**src/rtl/sp_ram_arbiter.sv**
```systemverilog
`ifndef ADDR_BUS_WIDTH
`define ADDR_BUS_WIDTH 16
`endif
`ifndef DATA_BUS_WIDTH
`define DATA_BUS_WIDTH 32
`endif
// Purpose: round-robin arbiter with burst lock, sharing one single-port SRAM among NUM_REQ clients.
// Latency: grant in the request cycle, RAM command 1 cycle later, read data 1+RD_LAT cycles after accept.
// Backpressure: a client holds req/addr/we/wdata until gnt_o; no buffering, one access per cycle.
module sp_ram_arbiter #(
  parameter int NUM_REQ = 3,
  parameter int ADDR_W  = `ADDR_BUS_WIDTH,
  parameter int DATA_W  = `DATA_BUS_WIDTH,
  parameter int RD_LAT  = 1
) (
  input  logic                      clk,
  input  logic                      rst_n,
  input  logic [NUM_REQ-1:0]        req_i,
  input  logic [NUM_REQ-1:0]        we_i,
  input  logic [NUM_REQ-1:0]        lock_i,
  input  logic [NUM_REQ*ADDR_W-1:0] addr_i,
  input  logic [NUM_REQ*DATA_W-1:0] wdata_i,
  output logic [NUM_REQ-1:0]        gnt_o,
  output logic [NUM_REQ-1:0]        rvalid_o,
  output logic [DATA_W-1:0]         rdata_o,
  output logic                      ram_cs,
  output logic                      ram_oe,
  output logic [ADDR_W-1:0]         ram_addr,
  output logic                      ram_W_req,
  output logic [DATA_W-1:0]         ram_W_data,
  input  logic [DATA_W-1:0]         ram_R_data
);

  localparam int IDX_W = (NUM_REQ > 1) ? $clog2(NUM_REQ) : 1;

  typedef logic [IDX_W-1:0] idx_t;
  typedef enum logic {ARB, LOCK} state_t;
  typedef struct packed {
    logic vld;
    idx_t idx;
  } tag_t;

  state_t state;
  idx_t   rr_ptr;
  idx_t   owner;
  idx_t   win;
  idx_t   cmd_idx;
  logic   accept;
  logic [NUM_REQ-1:0] gnt;
  tag_t   tag_pipe [RD_LAT];

  logic [NUM_REQ-1:0][ADDR_W-1:0] addr_arr;
  logic [NUM_REQ-1:0][DATA_W-1:0] wdata_arr;

  assign addr_arr  = addr_i;
  assign wdata_arr = wdata_i;

  function automatic idx_t nxt(input idx_t i);
    return (int'(i) == NUM_REQ - 1) ? '0 : i + 1'b1;
  endfunction

  // Scan from the highest offset down so the lowest offset from rr_ptr wins.
  always_comb begin
    int   s;
    idx_t cand;
    s    = 0;
    cand = '0;
    win  = '0;
    gnt  = '0;
    if (state == LOCK) begin
      win        = owner;
      gnt[owner] = req_i[owner];
    end else begin
      for (int k = NUM_REQ - 1; k >= 0; k--) begin
        s = int'(rr_ptr) + k;
        if (s >= NUM_REQ) s = s - NUM_REQ;
        cand = idx_t'(s);
        if (req_i[cand]) win = cand;
      end
      if (|req_i) gnt[win] = 1'b1;
    end
  end

  assign accept = |gnt;
  assign gnt_o  = rst_n ? gnt : '0;

  always_ff @(posedge clk or negedge rst_n) begin
    if (!rst_n) begin
      state      <= ARB;
      rr_ptr     <= '0;
      owner      <= '0;
      cmd_idx    <= '0;
      ram_cs     <= 1'b0;
      ram_oe     <= 1'b0;
      ram_W_req  <= 1'b0;
      ram_addr   <= '0;
      ram_W_data <= '0;
    end else begin
      ram_cs     <= accept;
      ram_oe     <= accept & ~we_i[win];
      ram_W_req  <= accept & we_i[win];
      ram_addr   <= accept ? addr_arr[win] : '0;
      ram_W_data <= (accept & we_i[win]) ? wdata_arr[win] : '0;
      cmd_idx    <= win;
      if (accept) rr_ptr <= nxt(win);
      case (state)
        ARB: begin
          if (accept && lock_i[win]) begin
            state <= LOCK;
            owner <= win;
          end
        end
        LOCK: begin
          // Owner dropping req ends the burst without a grant that cycle.
          if (!req_i[owner] || !lock_i[owner]) begin
            state  <= ARB;
            rr_ptr <= nxt(owner);
          end
        end
        default: state <= ARB;
      endcase
    end
  end

  always_ff @(posedge clk or negedge rst_n) begin
    if (!rst_n) begin
      for (int i = 0; i < RD_LAT; i++) tag_pipe[i] <= '0;
    end else begin
      tag_pipe[0] <= tag_t'{vld: ram_cs & ram_oe, idx: cmd_idx};
      for (int i = 1; i < RD_LAT; i++) tag_pipe[i] <= tag_pipe[i-1];
    end
  end

  always_comb begin
    rvalid_o = '0;
    rdata_o  = '0;
    if (tag_pipe[RD_LAT-1].vld) begin
      rvalid_o[tag_pipe[RD_LAT-1].idx] = 1'b1;
      rdata_o                          = ram_R_data;
    end
  end

endmodule
```
**config.mk**
```make
export PLATFORM = sky130hd
export DESIGN_NAME = sp_ram_arbiter
export DESIGN_NICKNAME = d
export VERILOG_FILES = /design/src/rtl/sp_ram_arbiter.sv
export SDC_FILE = /design/constraint.sdc
export NUM_CORES = 1
export LEC_CHECK = 0
export CAP_MARGIN = 10
export CORE_MARGIN = 8
export CORE_UTILIZATION = 37
export CTS_CLUSTER_SIZE = 24
export DETAILED_ROUTE_END_ITERATION = 8
export HOLD_SLACK_MARGIN = 0.03
export PLACE_DENSITY = 0.88
export SYNTH_ARGS = -nofsm -noshare
export SYNTH_HDL_FRONTEND = slang
export SYNTH_SLANG_ARGS = --single-unit
```
**constraint.sdc**
```tcl
create_clock -name clk -period 7.1 [get_ports clk]
set_input_delay 1.42 -clock clk [delete_from_list [all_inputs] [get_ports clk]]
set_output_delay 1.42 -clock clk [all_outputs]
set_load 0.03 [all_outputs]
```
==> run metrics <==
Pwr Density=429 nW/um^2; period utilization=78.1%; Final Critical Period=between 5 and 6 ns; combinational share of power=71.2%; maximum buffer depth of the clock tree=2; min-delay src=cmd_idx[0]; share of cells above drive strength 1=4.30%; vias per cell=5.00; Core Rows=35; WL per Instance=19.1 um; CTS H-tree depth=3; Finished Layout Cells=826; Tot GR Track Use=23.2%; met1 Resource Use GR=23.2%; Root Buffer=clkbuf_8; core region area=9280 sq um; gpl congestion=0.831; area grow syn2layout=85.1%; final hold slack=roughly 0.35 ns; Seq/Total Area, Yosys=43.0%; CTS tree=yes; cts hold-fix bufs=0; Reg power frac=19.7%; most used cell, CP=clkdlybuf4s50_1; # nets final=882; async set or reset register ratio after synthesis=100%; count of final hold-check violations=0; n_diodes=0; P_leak=2.82 nW; WL final=15.8 mm; first-pass GRT wire length=roughly 23 mm; post-route ant nets=0; drt first pass iters=4; Slowest-stage cell, CP=clkdlybuf4s50_1; pin count of the biggest net entering global routing=62; Worst R2R Start=rr_ptr[0]; port bufs=roughly 280; synthesized area=approximately 3600 sq um; setup tns final=0 ns; fin util=a little over 70%; Initial Utilization=38.2%; syn nets=619; DIE WIDTH=114 um; number of global-route vias before repair=4282; drc violations=0; status=complete, no violations; Setup CP Type=primary input to output pin; met3 GRT Util=6.76%; YS warnings=0; crit-path max FO=12; Slew @ Worst Pin=approximately 0.97 ns; CP max stage delay=0.71 ns; DR vias=4131; Most used DFF post-synth=dfrtp_1; setup violators final=0; P_sw=0.00139 W; Synth Register Bits=61; Syn Inst Count=approximately 430; met2 Use GR=42.5%; clock share of power=9.1%; Clk Latency, worst-skew pair=around 0.33 ns; synth unique cells=40; Post-synth EDFFs=0; busiest grt layer=met2; syn avg cell area=8.28 sq um; CP arrival=4.13 ns; CTS clk-pin slew, worst paths=0.06 ns; Peak Freq=180 MHz; Max-slew headroom=35.2%; RSZ-0062 raised after global routing=no; Pint=approximately 0.0014 W; Setup crit start=req_i[1]; Critical Path RT=5.68 ns; gr ovfl total=0; antenna violations before repair=0; Top Ports=276; Sw Share=49.4%; hold crit path type=flip-flop to flip-flop; placed cells=809; maximum VDD drop=0.000237 V; # fillers=approximately 760; final clock skew=0.0141 ns; Pwr Total=0.00282 W; crit path capture type=output pin; CTS Buf Count=9; fin. max-slew vios=0; total die area=approximately 13000 sq um; Setup Fix Bufs, Post-CTS=0; post-DP HPWL=12.5 mm; TritonCTS sink count=about 60; die height=114 um; worst path cell trace=clkdlybuf4s50_1, nor2_1, a21oi_1, o22ai_1, buf_4, inv_1, o2111ai_1, nor3_1, clkdlybuf4s50_1; DR iter-0 viols=249; MaxCap Viol Count=0; Critical Path Source Type=primary input; cts repair resizes=0
-- cells by family after synthesis --
| logic type | count (synthesis) | share of synthesized area (%) |
|---|---|---|
| compound gates | 117 | 22.8 |
| fa+ha+maj | 3 | 1.06 |
| buf+inv | 39 | 4.55 |
| flops | 61 | 43.0 |
| mux | 11 | 3.17 |
| simple gates | 198 | 25.4 |
-- cell type report --
| class | count | area, sq um | share of cell area, % |
|---|---|---|---|
| Clock buffer | 11 | 131 | 2.00 |
| Clock inverter | 5 | 27.5 | 0.419 |
| Inverter | 10 | 37.5 | 0.571 |
| Multi-Input combinational cell | 329 | 1870 | 28.5 |
| Sequential cell | 61 | 1530 | 23.2 |
| Tap cell | 129 | 161 | 2.46 |
| Timing Repair Buffer | 281 | 2810 | 42.8 |
-- synth_stat cells, drive strengths merged, types with 3 or more instances --
library cell	n	area share (%)
nand3	3	0.42
ha	3	1.1
a21oi	46	6.5
mux2i	9	2.5
o2bb2ai	5	1.2
o21ai	5	0.70
inv	10	1.1
nor3	4	0.56
dfrtp	61	43
and2	38	6.7
nor2b	5	0.88
buf	12	1.7
nand3b	4	0.85
nand2	126	13
nor2	10	1.1
clkbuf	17	1.8
nand2b	3	0.53
a21o	41	8.7
-- power groups by stage --
stage / registers [W] / clock network [W] / logic (W)
detailed placement: 0.000562 / 0 / 0.00198
finish: 0.000555 / 0.000256 / 0.00200
floorplan: 0.000710 / 0 / 0.00113
global route: 0.000570 / 0.000281 / 0.00216
CTS: 0.000556 / 0.000262 / 0.00199
global placement: 0.000554 / 0 / 0.00195
-- sequential cells by signal, summed over array words and instances (netlist names) --
name        flops
owner           2
cmd_idx         2
ram_oe          1
rr_ptr          2
ram_W_data     32
ram_cs          1
ram_addr       16
ram_W_req       1
state           1
tag_pipe        3
-- through the flow --
step	area, sq um	setup WS (ns)
finish	6570	1.55
global route	6570	1.42
CTS	6540	1.56
detailed placement	6380	1.58
global placement	6380	1.62
floorplan	3550	2.69
-- critical path, delay by kind of cell --
family	cells	cell delay (ns)
buffers and inverters	4	1.70
AOI/OAI and AO/OA	3	0.67
and+or+nand+nor	2	0.33
-- cell usage in the layout, fill, tap and decap left out, drive strengths merged, types with 2 or more instances in the layout --
master         Yosys  routed
a211oi             2       2
a21o              41      41
a21oi             46      46
a221o              2       2
and2              38      38
and3b              2       2
buf               12       7
clkbuf            17      11
clkdlybuf4s50      0     274
clkinv             0       4
dfrtp             61      61
ha                 3       3
inv               10      10
mux2               2       2
mux2i              9       9
nand2            126     126
nand2b             3       3
nand3              3       3
nand3b             4       4
nor2              10      10
nor2b              5       5
nor3               4       4
o2111ai            2       2
o21a               2       2
o21ai              5       5
o22ai              2       2
o2bb2ai            5       5
-- routing by layer --
metal | routed length (um) | part of all wire, %
met5 | 0 | 0
met4 | 700 | 4.4
met3 | 1320 | 8.3
met2 | 8220 | 52
met1 | 5560 | 35
-- path summary, 6_finish.rpt --
path                       cells past startpoint        endpoint  slack, ns
min                                            0     tag_pipe[0]       0.35
min reg2reg                                    0     tag_pipe[0]       0.35
max in group asynchronous                      2  ram_W_data[20]       5.32
min in group asynchronous                      2   ram_W_data[1]       1.29
max                                            9        gnt_o[2]       1.55
max reg2reg                                   11   ram_W_data[0]       3.31
No activity file was read; power rests on OpenSTA's default activity.
